**config.mk**
```make
export PLATFORM = sky130hd
export DESIGN_NAME = fpall_issue_ctrl
export DESIGN_NICKNAME = d
export VERILOG_FILES = /design/src/rtl/fpall_pkg.sv /design/src/rtl/fpall_result_fifo.sv /design/src/rtl/fpall_issue_ctrl.sv
export SDC_FILE = /design/constraint.sdc
export NUM_CORES = 1
export LEC_CHECK = 0
export BUFFER_PORTS_ARGS = -buffer_cell sky130_fd_sc_hd__buf_4
export CAP_MARGIN = 10
export CORE_MARGIN = 1
export CORE_UTILIZATION = 52
export CTS_BUF_LIST = sky130_fd_sc_hd__clkbuf_16
export CTS_CLUSTER_DIAMETER = 60
export DETAILED_ROUTE_END_ITERATION = 10
export GPL_TIMING_DRIVEN = 0
export PLACE_DENSITY = 0.76
export SYNTH_ARGS = -nofsm -noshare
export SYNTH_HDL_FRONTEND = slang
export SYNTH_HIERARCHICAL = 1
export SYNTH_SLANG_ARGS = --single-unit
```
**constraint.sdc**
```tcl
create_clock -name clk -period 6.11 [get_ports clk]
set_input_delay 1.833 -clock clk [delete_from_list [all_inputs] [get_ports clk]]
set_output_delay 1.833 -clock clk [all_outputs]
set_load 0.005 [all_outputs]
```
**src/rtl/fpall_pkg.sv**
```systemverilog
// Shared types for the fpall issue/result-collection slice: formats, opcodes,
// result record and the latency/tag-width constants the shared FP unit expects.
package fpall_pkg;

    typedef enum logic [1:0] {
        FP32 = 2'd0,
        FP16 = 2'd1
    } fp_fmt_e;

    typedef enum logic [2:0] {
        OP_ADD = 3'd0,
        OP_SUB = 3'd1,
        OP_MUL = 3'd2,
        OP_MIN = 3'd3,
        OP_MAX = 3'd4
    } fp_op_e;

    localparam int FPALL_TAG_W = 4;
    localparam int FPALL_LAT   = 2;

    typedef struct packed {
        logic [31:0]            r;
        logic [FPALL_TAG_W-1:0] tag;
        fp_fmt_e                fmt;
    } fpall_res_t;

endpackage

```
**src/rtl/fpall_result_fifo.sv**
```systemverilog
// In-order result queue: circular buffer with naturally wrapping pointers and a
// count one bit wider than the pointers so that full and empty are distinct.
module fpall_result_fifo
    import fpall_pkg::*;
#(
    parameter  int DEPTH = 8,
    localparam int PTR_W = $clog2(DEPTH)
) (
    input  logic             clk,
    input  logic             rst,
    input  logic             push_i,
    input  fpall_res_t       push_data_i,
    input  logic             pop_i,
    output logic [PTR_W:0]   count_o,
    output fpall_res_t       head_o
);

    fpall_res_t       mem_q [DEPTH];
    logic [PTR_W-1:0] wr_ptr_q, wr_ptr_d;
    logic [PTR_W-1:0] rd_ptr_q, rd_ptr_d;
    logic [PTR_W:0]   cnt_q, cnt_d;
    logic             do_push_s;
    logic             do_pop_s;

    // Next-state for pointers and count; a simultaneous push and pop leaves the count alone.
    always_comb begin
        do_pop_s  = pop_i && (cnt_q != '0);
        do_push_s = push_i && ((cnt_q != (PTR_W+1)'(DEPTH)) || do_pop_s);
        wr_ptr_d  = wr_ptr_q;
        rd_ptr_d  = rd_ptr_q;
        cnt_d     = cnt_q;
        if (do_push_s) begin
            wr_ptr_d = wr_ptr_q + {{(PTR_W-1){1'b0}}, 1'b1};
        end else begin
            wr_ptr_d = wr_ptr_q;
        end
        if (do_pop_s) begin
            rd_ptr_d = rd_ptr_q + {{(PTR_W-1){1'b0}}, 1'b1};
        end else begin
            rd_ptr_d = rd_ptr_q;
        end
        case ({do_push_s, do_pop_s})
            2'b10:   cnt_d = cnt_q + {{PTR_W{1'b0}}, 1'b1};
            2'b01:   cnt_d = cnt_q - {{PTR_W{1'b0}}, 1'b1};
            default: cnt_d = cnt_q;
        endcase
    end

    // Pointer and count registers.
    always_ff @(posedge clk) begin
        if (rst) begin
            wr_ptr_q <= '0;
            rd_ptr_q <= '0;
            cnt_q    <= '0;
        end else begin
            wr_ptr_q <= wr_ptr_d;
            rd_ptr_q <= rd_ptr_d;
            cnt_q    <= cnt_d;
        end
    end

    // Storage; contents are don't-care after reset, so it carries no reset.
    always_ff @(posedge clk) begin
        if (do_push_s) begin
            mem_q[wr_ptr_q] <= push_data_i;
        end
    end

    assign count_o = cnt_q;
    assign head_o  = mem_q[rd_ptr_q];

endmodule

```
**src/rtl/fpall_issue_ctrl.sv**
```systemverilog
// Issue and result-collection stage around the fixed-latency shared FP unit.
// Accepts only while in-flight ops plus queued results leave a free FIFO slot.
module fpall_issue_ctrl
    import fpall_pkg::*;
#(
    parameter int LAT        = FPALL_LAT,
    parameter int FIFO_DEPTH = 8,
    parameter int TAG_W      = FPALL_TAG_W
) (
    input  logic             clk,
    input  logic             rst,
    input  logic             in_valid,
    output logic             in_ready,
    input  fp_fmt_e          in_fmt,
    input  fp_op_e           in_op,
    input  logic [31:0]      in_x,
    input  logic [31:0]      in_y,
    input  logic [TAG_W-1:0] in_tag,
    output fp_fmt_e          fu_fmt,
    output fp_op_e           fu_opcode,
    output logic [31:0]      fu_x,
    output logic [31:0]      fu_y,
    input  logic [31:0]      fu_r,
    output logic             out_valid,
    input  logic             out_ready,
    output logic [31:0]      out_r,
    output logic [TAG_W-1:0] out_tag,
    output fp_fmt_e          out_fmt,
    output logic             busy
);

    localparam int PTR_W = $clog2(FIFO_DEPTH);
    localparam int CNT_W = PTR_W + 1;
    localparam int IF_W  = $clog2(LAT + 2);
    localparam int SUM_W = CNT_W + IF_W;

    logic [LAT:0]     vld_q, vld_d;
    logic [TAG_W-1:0] tag_q [LAT+1];
    fp_fmt_e          fmt_q [LAT+1];

    fp_fmt_e          fu_fmt_q, fu_fmt_d;
    fp_op_e           fu_op_q, fu_op_d;
    logic [31:0]      fu_x_q, fu_x_d;
    logic [31:0]      fu_y_q, fu_y_d;

    logic             accept_s;
    logic [IF_W-1:0]  inflight_s;
    logic [CNT_W-1:0] fifo_cnt_s;
    logic [SUM_W-1:0] credit_s;
    fpall_res_t       push_data_s;
    fpall_res_t       head_s;

    assign accept_s = in_valid && in_ready;

    // Operand registers load only on accept; otherwise the unit sees stale operands whose result is ignored.
    always_comb begin
        fu_fmt_d = fu_fmt_q;
        fu_op_d  = fu_op_q;
        fu_x_d   = fu_x_q;
        fu_y_d   = fu_y_q;
        if (accept_s) begin
            fu_fmt_d = in_fmt;
            fu_op_d  = in_op;
            fu_x_d   = in_x;
            fu_y_d   = in_y;
        end else begin
            fu_fmt_d = fu_fmt_q;
            fu_op_d  = fu_op_q;
            fu_x_d   = fu_x_q;
            fu_y_d   = fu_y_q;
        end
        vld_d = {vld_q[LAT-1:0], accept_s};
    end

    // Operand and valid-pipeline registers.
    always_ff @(posedge clk) begin
        if (rst) begin
            fu_fmt_q <= FP16;
            fu_op_q  <= OP_ADD;
            fu_x_q   <= 32'h0000_0000;
            fu_y_q   <= 32'h0000_0000;
            vld_q    <= '0;
        end else begin
            fu_fmt_q <= fu_fmt_d;
            fu_op_q  <= fu_op_d;
            fu_x_q   <= fu_x_d;
            fu_y_q   <= fu_y_d;
            vld_q    <= vld_d;
        end
    end

    // Tag/format shadow of the valid pipeline; shifts every cycle like the unit itself.
    always_ff @(posedge clk) begin
        if (rst) begin
            for (int i = 0; i <= LAT; i++) begin
                tag_q[i] <= '0;
                fmt_q[i] <= FP16;
            end
        end else begin
            tag_q[0] <= in_tag;
            fmt_q[0] <= in_fmt;
            for (int i = 1; i <= LAT; i++) begin
                tag_q[i] <= tag_q[i-1];
                fmt_q[i] <= fmt_q[i-1];
            end
        end
    end

    // In-flight count, credit check and the record captured from the unit's output.
    always_comb begin
        inflight_s = '0;
        for (int i = 0; i <= LAT; i++) begin
            inflight_s = inflight_s + IF_W'(vld_q[i]);
        end
        credit_s        = SUM_W'(inflight_s) + SUM_W'(fifo_cnt_s);
        push_data_s.r   = fu_r;
        push_data_s.tag = FPALL_TAG_W'(tag_q[LAT]);
        push_data_s.fmt = fmt_q[LAT];
    end

    assign in_ready = credit_s < SUM_W'(FIFO_DEPTH);

    fpall_result_fifo #(
        .DEPTH (FIFO_DEPTH)
    ) u_fifo (
        .clk         (clk),
        .rst         (rst),
        .push_i      (vld_q[LAT]),
        .push_data_i (push_data_s),
        .pop_i       (out_ready),
        .count_o     (fifo_cnt_s),
        .head_o      (head_s)
    );

    assign fu_fmt    = fu_fmt_q;
    assign fu_opcode = fu_op_q;
    assign fu_x      = fu_x_q;
    assign fu_y      = fu_y_q;
    assign out_valid = fifo_cnt_s != '0;
    assign out_r     = head_s.r;
    assign out_tag   = TAG_W'(head_s.tag);
    assign out_fmt   = head_s.fmt;
    assign busy      = (inflight_s != '0) || (fifo_cnt_s != '0);

endmodule

```
**After elaboration in Yosys (flattened, before gate mapping)**

Memories as Yosys holds them, arrays and structs flattened. A register that Yosys moved wholly into a read port is not among the register bits.
Cells that the tools add are included.

- Register bits after elaboration: 82
- Bits in writable memories: 322
- Input port bits: 109
- Output and inout port bits: 110
- Logic and storage cells: 50
- Memories kept: 3

Memory list:

| memory | words | width | read ports | clocked after Yosys merged registers in | write ports | RTL line | text |
|---|---|---|---|---|---|---|---|
| u_fifo.mem_q | 8 | 38 | 1 | 1 | 1 | fpall_result_fifo.sv:18 | `fpall_res_t mem_q [DEPTH];` |
| tag_q | 3 | 4 | 3 | 0 | 3 | fpall_issue_ctrl.sv:38 | `logic [TAG_W-1:0] tag_q [LAT+1];` |
| fmt_q | 3 | 2 | 3 | 0 | 3 | fpall_issue_ctrl.sv:39 | `fp_fmt_e fmt_q [LAT+1];` |

- $add $sub $neg: 7
- $lt $le $gt $ge: 1
- Equality and inequality tests: 3
- Mux-type cells: 14
- Bitwise gates (word level): 6
- Reductions and logical operators: 8

Operators by type and width:

| kind | count |
|---|---|
| 4-bit 2-to-1 mux | 3 |
| 4-bit case mux with 2 select lines | 1 |
| 3-bit by 1-bit adder with 3-bit output (second input constant) | 2 |
| 2-bit 2-to-1 mux | 3 |
| 3-bit 2-to-1 mux | 2 |
| 1-bit OR | 6 |
| 2-bit by 4-bit adder with 5-bit output | 1 |
| 5-bit by 4-bit less-than comparator with 1-bit output (second input constant) | 1 |
| 1-bit 2-to-1 mux | 5 |
| 4-bit by 1-bit adder with 4-bit output (second input constant) | 1 |
| 4-bit inequality test (second input constant) | 1 |
| 2-bit nonzero test | 2 |
| 4-bit nonzero test | 1 |
| 4-bit by 1-bit subtractor with 4-bit output (second input constant) | 1 |
| 1-bit logical AND | 3 |
| 1-bit by 1-bit adder with 2-bit output | 1 |
| 2-bit by 1-bit adder with 2-bit output | 1 |
| 2-bit by 1-bit == test with 1-bit output (second input constant) | 1 |
| 2-bit == test (second input constant) | 1 |
| 1-bit logical OR | 2 |

**Depth between registers and ports, before layout**

Gate-level depths: netlist of the first run.

- Depth after elaboration: 6
- Mapped depth: 8
- Gate-level depth less buffers: 8

**Modules after synthesis**

Netlist of the first run, hierarchy kept.

By module, submodules not included:

| module | times used | cells an instance | area each (sq um) | seq. area each (sq um) |
|---|---|---|---|---|
| fpall_result_fifo | 1 | 513 | 12,082.8 | 9,389.0 |
| fpall_issue_ctrl | 1 | 352 | 3,681.0 | 1,801.7 |

**Least setup slack after synthesis of the first run**

OpenSTA, ideal clock, no wires.

- Kind: input port to flip-flop
- Start point: input port out_ready
- End point: memory u_fifo/mem_q[0][0] (netlist bit) (enable)
- Library setup time: 0.528 ns
- Data arrival time: 5.747 ns
- Required time: 5.582 ns
- Setup slack: -0.165 ns
- Stages: 3
- Path buffers: 0
- Cells stage by stage: nand2b_1 o21ai_2 nor4_1

- Cells in the longest elaborated chain, start to end: 5

RTL lines:

| element | RTL line | text |
|---|---|---|
| start, declared | fpall_issue_ctrl.sv:25 | `input logic out_ready,` |
| 1-bit logical AND | fpall_result_fifo.sv:27 | `do_pop_s = pop_i && (cnt_q != '0);` |
| 1-bit logical OR | fpall_result_fifo.sv:28 | `do_push_s = push_i && ((cnt_q != (PTR_W+1)'(DEPTH)) \|\| do_pop_s);` |
| 1-bit logical AND | fpall_result_fifo.sv:28 |  |
| 1-bit 2-to-1 mux | fpall_result_fifo.sv:64 | `if (do_push_s) begin` |
| 1-bit 2-to-1 mux (implied by the code) | fpall_result_fifo.sv:65 | `mem_q[wr_ptr_q] <= push_data_i;` |
| end, declared | fpall_result_fifo.sv:18 |  |

Every way passes these cells.

==> results of run 1 <==
## worst max-delay path, cell delays in order, from the launching register on
cell and delay (ps):
dfxtp_1 390, buf_2 320, buf_1 610, mux4_2 420, mux2_2 310, buf_4 140
## cells in the mapped netlist (2+ instances only)
master    number
buf_1          5
edfxtp_1     304
inv_1          7
nor3_1         4
nor2b_1       20
xnor2_1        3
dfxtp_1      103
fa_1           2
mux2i_1       72
xor2_1         4
or3_1          2
or2_2          3
o211ai_1       3
nor2_1        19
nand2b_1     137
mux2_2        38
buf_4          6
clkbuf_1      26
mux4_2        76
ha_1           5
buf_2          5
o211a_1        2
buf_6          6
## final timing paths
kind              slack (ps)  cells after the start               from                 to
setup / recovery        1560                      5          flip-flop           out_r[6]
hold / removal           400                      1        fmt_q[0][2]        fmt_q[0][4]
hold reg to reg          400                      1        fmt_q[0][2]        fmt_q[0][4]
setup reg to reg        3550                      8  u_fifo/count_o[1]  u_fifo/count_o[3]
## placed cells by master (no fill, tap or decap), types with 2 or more instances in the layout
cell and count:
buf_1 5, buf_12 3, buf_2 5, buf_4 227
buf_6 19, buf_8 5, bufinv_16 4, clkbuf_1 26
clkbuf_16 43, clkinv_1 8, clkinv_2 10, dfxtp_1 103
edfxtp_1 304, fa_1 2, ha_1 5, inv_1 16
mux2_2 38, mux2i_1 72, mux4_2 76, nand2b_1 137
nor2_1 16, nor2_4 3, nor2b_1 20, nor3_2 4
o211a_1 2, o211ai_1 3, or2_2 3, or3_1 2
xnor2_1 3, xor2_1 4
## logic make-up after synthesis
family | Yosys count | synth area share [%]
AO/OA/AOI/OAI | 12 | 0.722
XOR/XNOR | 7 | 0.389
adder cells (fa/ha/maj) | 7 | 0.651
buffers and inverters | 55 | 1.78
flip-flops | 407 | 71.0
multiplexers | 188 | 18.3
AND/OR/NAND/NOR | 189 | 7.16
## metrics by stage
step	utilization, %	TNS, ps	worst slack [ps]
finish	65.9	0	1560
global route	65.9	0	1450
CTS	65.9	0	1500
detailed placement	61.4	0	2070
global placement	60.2	-312560	-1960
floorplan	-	0	836
## final cells by class
class	instances	area, um^2	share of cell area (%)
Multi-Input combinational cell	403	4350	22.2
Sequential cell	407	11200	57.2
Buffer	48	254	1.30
Clock inverter	33	254	1.30
Inverter	7	26.3	0.134
Clock buffer	43	1080	5.50
Timing Repair Buffer	242	1940	9.91
Tap cell	390	488	2.49
## state kept, by name (all words and copies together), names as in the netlist, named ones only
| name | flops |
|---|---|
| u_fifo/wr_ptr_q | 3 |
| vld_q | 3 |
| fu_fmt | 2 |
| fu_opcode | 3 |
| u_fifo/count_o | 4 |
| u_fifo/rd_ptr_q | 3 |
| fmt_q | 6 |
| u_fifo/mem_q | 304 |
| fu_x | 32 |
| fu_y | 32 |
| tag_q | 12 |
## per-layer routing
metal	global-route usage, %	vias up	wire length, um
met2	36.1	275	16000
li1	-	3856	-
met5	0	-	0
met3	5.56	38	2460
met4	4.96	0	449
met1	26.7	4258	13000
## power by group
group          total (mW)  internal (mW)  switching (mW)
clock                2.44           1.44           0.993
combinational        1.16          0.655           0.504
sequential           3.14           3.06          0.0739
==> flow_metrics.tcl, run 1 <==
set metrics [dict create \
    start_kind "flip-flop" \
    cts_setup_buffers 0 \
    start_util_pct 53.0 \
    die_area_um2 31000 \
    synth_area_leaders "edfxtp_1 (58%), dfxtp_1 (13%), mux4_2 (11%)" \
    clkTransAtPathRegs_ps 60 \
    cp.arrival_ps 2720 \
    relSlewSlack_pct 35.2 \
    final_max_slew_viol_count 0 \
    gr-usage-all-layers_pct 21.1 \
    first_pass_iters 4 \
    synth_cells 865 \
    cts_root_buf "clkbuf_16" \
    io_buffers 218 \
    fin_hold_ws_ps 402 \
    cp.required_ps 4280 \
    rsz0062_at_grt "no" \
    cp_max_fo 10 \
    p_leak_nw 7.10 \
    hold_violations 0 \
    drc 0 \
    p_per_area_nw_per_um2 344 \
    clk_latency_ps 530 \
    synth-edff-count 304 \
    numCtsBuffers 42 \
    cts_resized 0 \
    grt_pass1_vias 8901 \
    syn_area_um2 15800 \
    overflow 0 \
    htreeDepth 2 \
    placed_cells 1497 \
    fp.dieH_um 176 \
    antenna_found_initial 0 \
    gp_congestion 0.765 \
    fin_crit_ps 4550 \
    syn-num-nets 981 \
    ys_types 36 \
    cts_tree "yes" \
    end_kind "output pin" \
    drtIter0Drc 411 \
    max_freq_mhz 220 \
    cts-hold-fix-buffers 0 \
    dpl.hpwl_um 21500 \
    avgSynthCellArea_um2 18.2 \
    min_period_over_period_pct 74.5 \
    die_x_um 176 \
    yosys_register_bits 407 \
    power_mw 6.73 \
    setup_viol 0 \
    worstMarginPinSlew_ps 966 \
    crit_type "reg2out" \
    fin_cells 1573 \
    synthFlopType "edfxtp_1" \
    yosysWarnings 6 \
    min_path_type "reg2reg" \
    placed_area_um2 18300 \
    synth_top_cell_by_area "edfxtp_1" \
    status "complete, no violations" \
    ir_drop_uv 208 \
    drtAntennaViolNets 0 \
    async_flop_share_pct 0 \
    num_io_pins 219 \
    final_cell_area_um2 19600 \
    routed_wl_um 31900 \
    drive_above_1_share_pct 37.7 \
    antenna_cells 0 \
    final_nets 1267 \
    grt_pass1_wl_um 49500 \
    fin_skew_ps 18.3 \
    post_drt_wl_per_cell_um 20.3 \
    core_um2 29700 \
    num_vias 8427 \
    grt_max_degree 23 \
    clock_path_buffers 3 \
    nFillCells 2068 \
    synthDominantCellAreaShare_pct 57.9 \
    placementRows 63 \
    synth-seq-area-share_pct 71.0 \
    syn2layout_area_growth_pct 24.2 \
    cap_viol_max_count 0 \
    clock-sinks 407 \
    viasPerCell 5.36 \
]
Note: power is estimated with default switching activity, not from simulation.
==> run 2: changes to the inputs <==
Settings changed: CORE_UTILIZATION 52 to 57, PLACE_DENSITY 0.76 to 0.79.
Clock period 6.11 ns to 4.75 ns, I/O delays scaled along.
==> run 2 against run 1 <==
Net effect:
- clock skew up 9.2 ps
- critical path depth unchanged
- utilization is 6.2 points higher
- die area fell by 8.7%
- first-iteration DRC count is 48% higher
- critical path type unchanged
- critical endpoint is now out_fmt[1]
- highest routed layer is now met5
==> flow_metrics.tcl, run 2 (synthesis gave the netlist of run 1 again) <==
set metrics [dict create \
    mostFrequentLayoutCells "edfxtp_1 (304), buf_4 (224), nand2b_1 (137), dfxtp_1 (103), mux4_2 (76)" \
    mostFrequentLayoutCell "edfxtp_1" \
    reg2reg_slack_ps 2100 \
    min_path_type "reg2reg" \
    relSlewSlack_pct 34.7 \
    gp_congestion 0.779 \
    die_x_um 168 \
    p_per_area_nw_per_um2 442 \
    routed_wl_um 32400 \
    top_register "u_fifo/mem_q" \
    cap_viol_max_count 0 \
    grt_pass1_vias 8909 \
    clock_path_buffers 3 \
    core_um2 27000 \
    htreeDepth 2 \
    reg2regPathDepth 8 \
    nFillCells 1682 \
    clock-sinks 407 \
    min_period_over_period_pct 88.8 \
    drive_above_1_share_pct 37.5 \
    pre_cts_ws_ps 1100 \
    drc 0 \
    grt_max_degree 21 \
    cp.required_ps 3320 \
    reg2reg_from "u_fifo/count_o[1]" \
    syn2layout_area_growth_pct 23.6 \
    worstMarginPinSlew_ps 974 \
    antenna_found_initial 1 \
    gr-usage-all-layers_pct 23.1 \
    fin_tns_setup_ps 0 \
    drtIter0Drc 609 \
    dpl.hpwl_um 21100 \
    p_leak_nw 7.06 \
    placementRows 60 \
    drtAntennaViolNets 0 \
    hold_violations 0 \
    fin_skew_ps 27.4 \
    power_mw 8.61 \
    clk_latency_ps 540 \
    start_kind "flip-flop" \
    num_io_pins 219 \
    overflow 0 \
    io_buffers 218 \
    start_util_pct 58.3 \
    cts_setup_buffers 0 \
    crit_end "out_fmt[1]" \
    cts_root_buf "clkbuf_16" \
    rsz0062_at_grt "no" \
    cp_max_fo 10 \
    clkTransAtPathRegs_ps 60 \
    cts_resized 0 \
    cp.arrival_ps 2790 \
    worst_slack_ps 533 \
    numCtsBuffers 41 \
    end_kind "output pin" \
    antenna_cells 0 \
    max_freq_mhz 237 \
    viasPerCell 5.56 \
    fin_crit_ps 4220 \
    fp.dieH_um 168 \
    ir_drop_uv 282 \
    die_area_um2 28300 \
    largest_register_ffs 304 \
    post_drt_wl_per_cell_um 21.3 \
    num_vias 8459 \
    first_pass_iters 5 \
    cts_tree "yes" \
    cts-hold-fix-buffers 0 \
    r2r_end "u_fifo/count_o[3]" \
    final_nets 1265 \
    crit_type "reg2out" \
    grt_pass1_wl_um 49500 \
    status "complete, no violations" \
    final_max_slew_viol_count 0 \
    setup_viol 0 \
]
[run 2: changes by cell type in the layout (fill, tap and decap cells not counted), sizes merged]
cell | previous run | this run
bufinv | 4 | 3
inv | 17 | 18
clkbuf | 69 | 68
clkinvlp | 0 | 2
clkinv | 19 | 16
buf | 264 | 263
[run 2: worst min-delay path by stage]
stage               depth (start not counted)           to        start  slack (ps)
CTS                                         1  fmt_q[0][2]  fmt_q[0][0]         410
detailed placement                          1  fmt_q[0][2]  fmt_q[0][0]         400
floorplan                                   1  fmt_q[0][2]  fmt_q[0][0]         390
global route                                1  fmt_q[0][2]  fmt_q[0][0]         430
finish                                      1  fmt_q[0][4]  fmt_q[0][2]         420
global placement                            1  fmt_q[0][2]  fmt_q[0][0]         390
[run 2: layer usage]
metal  wire (um)  vias to the layer above  global-route usage [%]
met5          13                        -                       0
met2       15900                      298                    38.7
met1       13600                     4261                    30.4
met4         557                        2                    6.09
li1            -                     3857                       -
met3        2240                       41                    5.74
[run 2: cell type report]
class / count / area, um^2 / share of cell area, %
flip-flops and latches: 407 / 11200 / 57.4
repair buffers: 241 / 1940 / 9.98
inverters: 7 / 26.3 / 0.135
well taps: 341 / 427 / 2.19
plain buffers: 48 / 254 / 1.30
clock buffers: 42 / 1050 / 5.39
multi-input cells: 403 / 4360 / 22.4
clock inverters: 32 / 235 / 1.21
[run 2: report_power, final]
group / switching [mW] / internal, mW
clock: 1.31 / 1.77
combinational: 0.660 / 0.844
sequential: 0.0964 / 3.94
[run 2: metrics by stage]
step	hold WS, ps	area, um^2	util [%]	std cells
3_3_place_gp	394	17800	66.0	1424
4_1_cts	414	19500	72.1	1521
5_1_grt	425	19500	72.1	1521
3_5_place_dp	401	18200	67.3	1447
2_1_floorplan	389	15800	-	865
6_report	416	19500	72.1	1521
[run 2: worst max-delay path: stages, from the launching register on]
cell and delay [ps]:
dfxtp_1 400, buf_2 340, buf_1 650, mux4_2 410
mux2_2 320, buf_4 150
==> run 3: changes to the inputs <==
Settings changed: CORE_UTILIZATION 57 to 40, PLACE_DENSITY 0.79 to default.
==> run 3 against run 2 <==
Net effect:
- clock skew shrank 8.4 ps
- maximum frequency down 0.32%
- final cell count grew 12%
- critical endpoint is now out_r[3]
- non-clock buffer count rose by 1
- highest routed layer is now met4
- via count shrank 1.4%
- clock power grew 8.8%
- sequential cell count unchanged
- design area increased by 2.1%
- largest power group unchanged
- largest cell class unchanged
- setup slack worse by 14 ps
- die area rose by 42%
==> flow_metrics.tcl, run 3 (synthesis gave the netlist of run 1 again) <==
set metrics [dict create \
    highest_layer "met4" \
    routed-wl-met2_um 16500 \
    crit_chain "buf_2 > buf_1 > mux4_2 > mux2_2 > buf_4" \
    drtAntennaViolNets 0 \
    die_x_um 201 \
    cp.arrival_ps 2810 \
    viasPerCell 4.88 \
    placementRows 72 \
    start_kind "flip-flop" \
    post_drt_wl_per_cell_um 20.1 \
    final_nets 1270 \
    drtIter0Drc 335 \
    die_area_um2 40200 \
    first_pass_iters 5 \
    relSlewSlack_pct 42.2 \
    wl_met1_um 14700 \
    min_path_type "reg2reg" \
    mostFrequentLayoutCell "edfxtp_1" \
    clk_latency_ps 570 \
    fin_skew_ps 19.0 \
    setup_viol 0 \
    core_um2 38700 \
    mostFrequentLayoutCells "edfxtp_1 (304), buf_4 (224), nand2b_1 (137), dfxtp_1 (103), mux4_2 (76)" \
    num_vias 8339 \
    fin_crit_ps 4230 \
    clock_path_buffers 3 \
    max_freq_mhz 236 \
    p_leak_nw 7.15 \
    fp.dieH_um 201 \
    grt_pass1_wl_um 53500 \
    top_register "u_fifo/mem_q" \
    clock-sinks 407 \
    drc 0 \
    crit_type "reg2out" \
    cp.required_ps 3320 \
    cp_max_fo 10 \
    largest_register_ffs 304 \
    final_cell_area_um2 19900 \
    cp.buffers_inverters 3 \
    nFillCells 3228 \
    cp_slowest_cell "buf_1" \
    met3_length_um 2470 \
    num_io_pins 219 \
    placed_area_um2 18500 \
    grt_pass1_vias 9039 \
    worstMarginPinSlew_ps 863 \
    final_max_slew_viol_count 0 \
    drive_above_1_share_pct 38.1 \
    antenna_found_initial 0 \
    rsz0062_at_grt "no" \
    crit_family "buffers and inverters" \
    clkTransAtPathRegs_ps 60 \
    end_kind "output pin" \
    cts_root_buf "clkbuf_16" \
    grt_max_degree 21 \
    syn2layout_area_growth_pct 26.2 \
    overflow 0 \
    min_period_over_period_pct 89.1 \
    p_per_area_nw_per_um2 447 \
    htreeDepth 2 \
    io_buffers 218 \
    gp_congestion 0.753 \
    cts_tree "yes" \
    numCtsBuffers 45 \
    cts_resized 0 \
    antenna_cells 0 \
    cts-hold-fix-buffers 0 \
    crit_path_max_incr_delay_ps 640 \
    ir_drop_uv 230 \
    routed_wl_um 34400 \
    fin_hold_ws_ps 413 \
    hold_violations 0 \
    power_mw 8.89 \
    dpl.hpwl_um 22800 \
    gr-usage-all-layers_pct 17.6 \
    status "complete, no violations" \
    fin_tns_setup_ps 0 \
    start_util_pct 40.7 \
    cts_setup_buffers 0 \
    cap_viol_max_count 0 \
]
run 3: cell count changes in the layout (fill, tap and decap cells not counted), sizes merged:
cell and delta:
buf +1, clkinv +4, bufinv +1, clkinvlp +1
clkbuf +3
run 3: worst paths after layout:
check / from / end / slack, ps / depth (start not counted)
max reg2reg: u_fifo/count_o[1] / u_fifo/count_o[3] / 2170 / 8
min reg2reg: fmt_q[0][0] / fmt_q[0][2] / 410 / 1
max: flip-flop / out_r[3] / 520 / 5
min: fmt_q[0][0] / fmt_q[0][2] / 410 / 1
run 3: per-layer routing:
layer  vias up  global-route usage (%)
met5         -                       0
met4         0                    5.73
met3        50                    5.28
met2       241                    28.4
met1      4174                    22.7
li1       3874                       -
run 3: metrics by stage:
| stage | worst slack, ps | util, % | instances |
|---|---|---|---|
| 4_1_cts | 429 | 51.4 | 1708 |
| 3_5_place_dp | 1070 | 47.7 | 1625 |
| 3_3_place_gp | -3140 | 46.6 | 1601 |
| 5_1_grt | 390 | 51.4 | 1708 |
| 6_report | 519 | 51.4 | 1708 |
| 2_1_floorplan | -116 | - | 865 |
run 3: power breakdown:
group	switching [mW]	total, mW	internal (mW)
Combinational	0.660	1.50	0.842
Clock	1.40	3.35	1.95
Sequential	0.0972	4.04	3.94
run 3: area by class of cell:
type,instances,area [um^2],area share (%)
tap,518,648,3.26
inverter,7,26.3,0.132
multi-input combinational,403,4360,21.9
sequential,407,11200,56.2
clock buffer,45,1130,5.66
buffer,48,254,1.28
clock inverter,38,313,1.57
timing repair buffer,242,1990,9.98
run 3: worst register-to-register path: cells and delay by family, from the launching register on:
kind / cells / cell delay, ps
compound gates: 3 / 920
buf+inv: 1 / 80
mux: 2 / 550
fa+ha+maj: 1 / 270
simple gates: 1 / 240
flops: 1 / 410
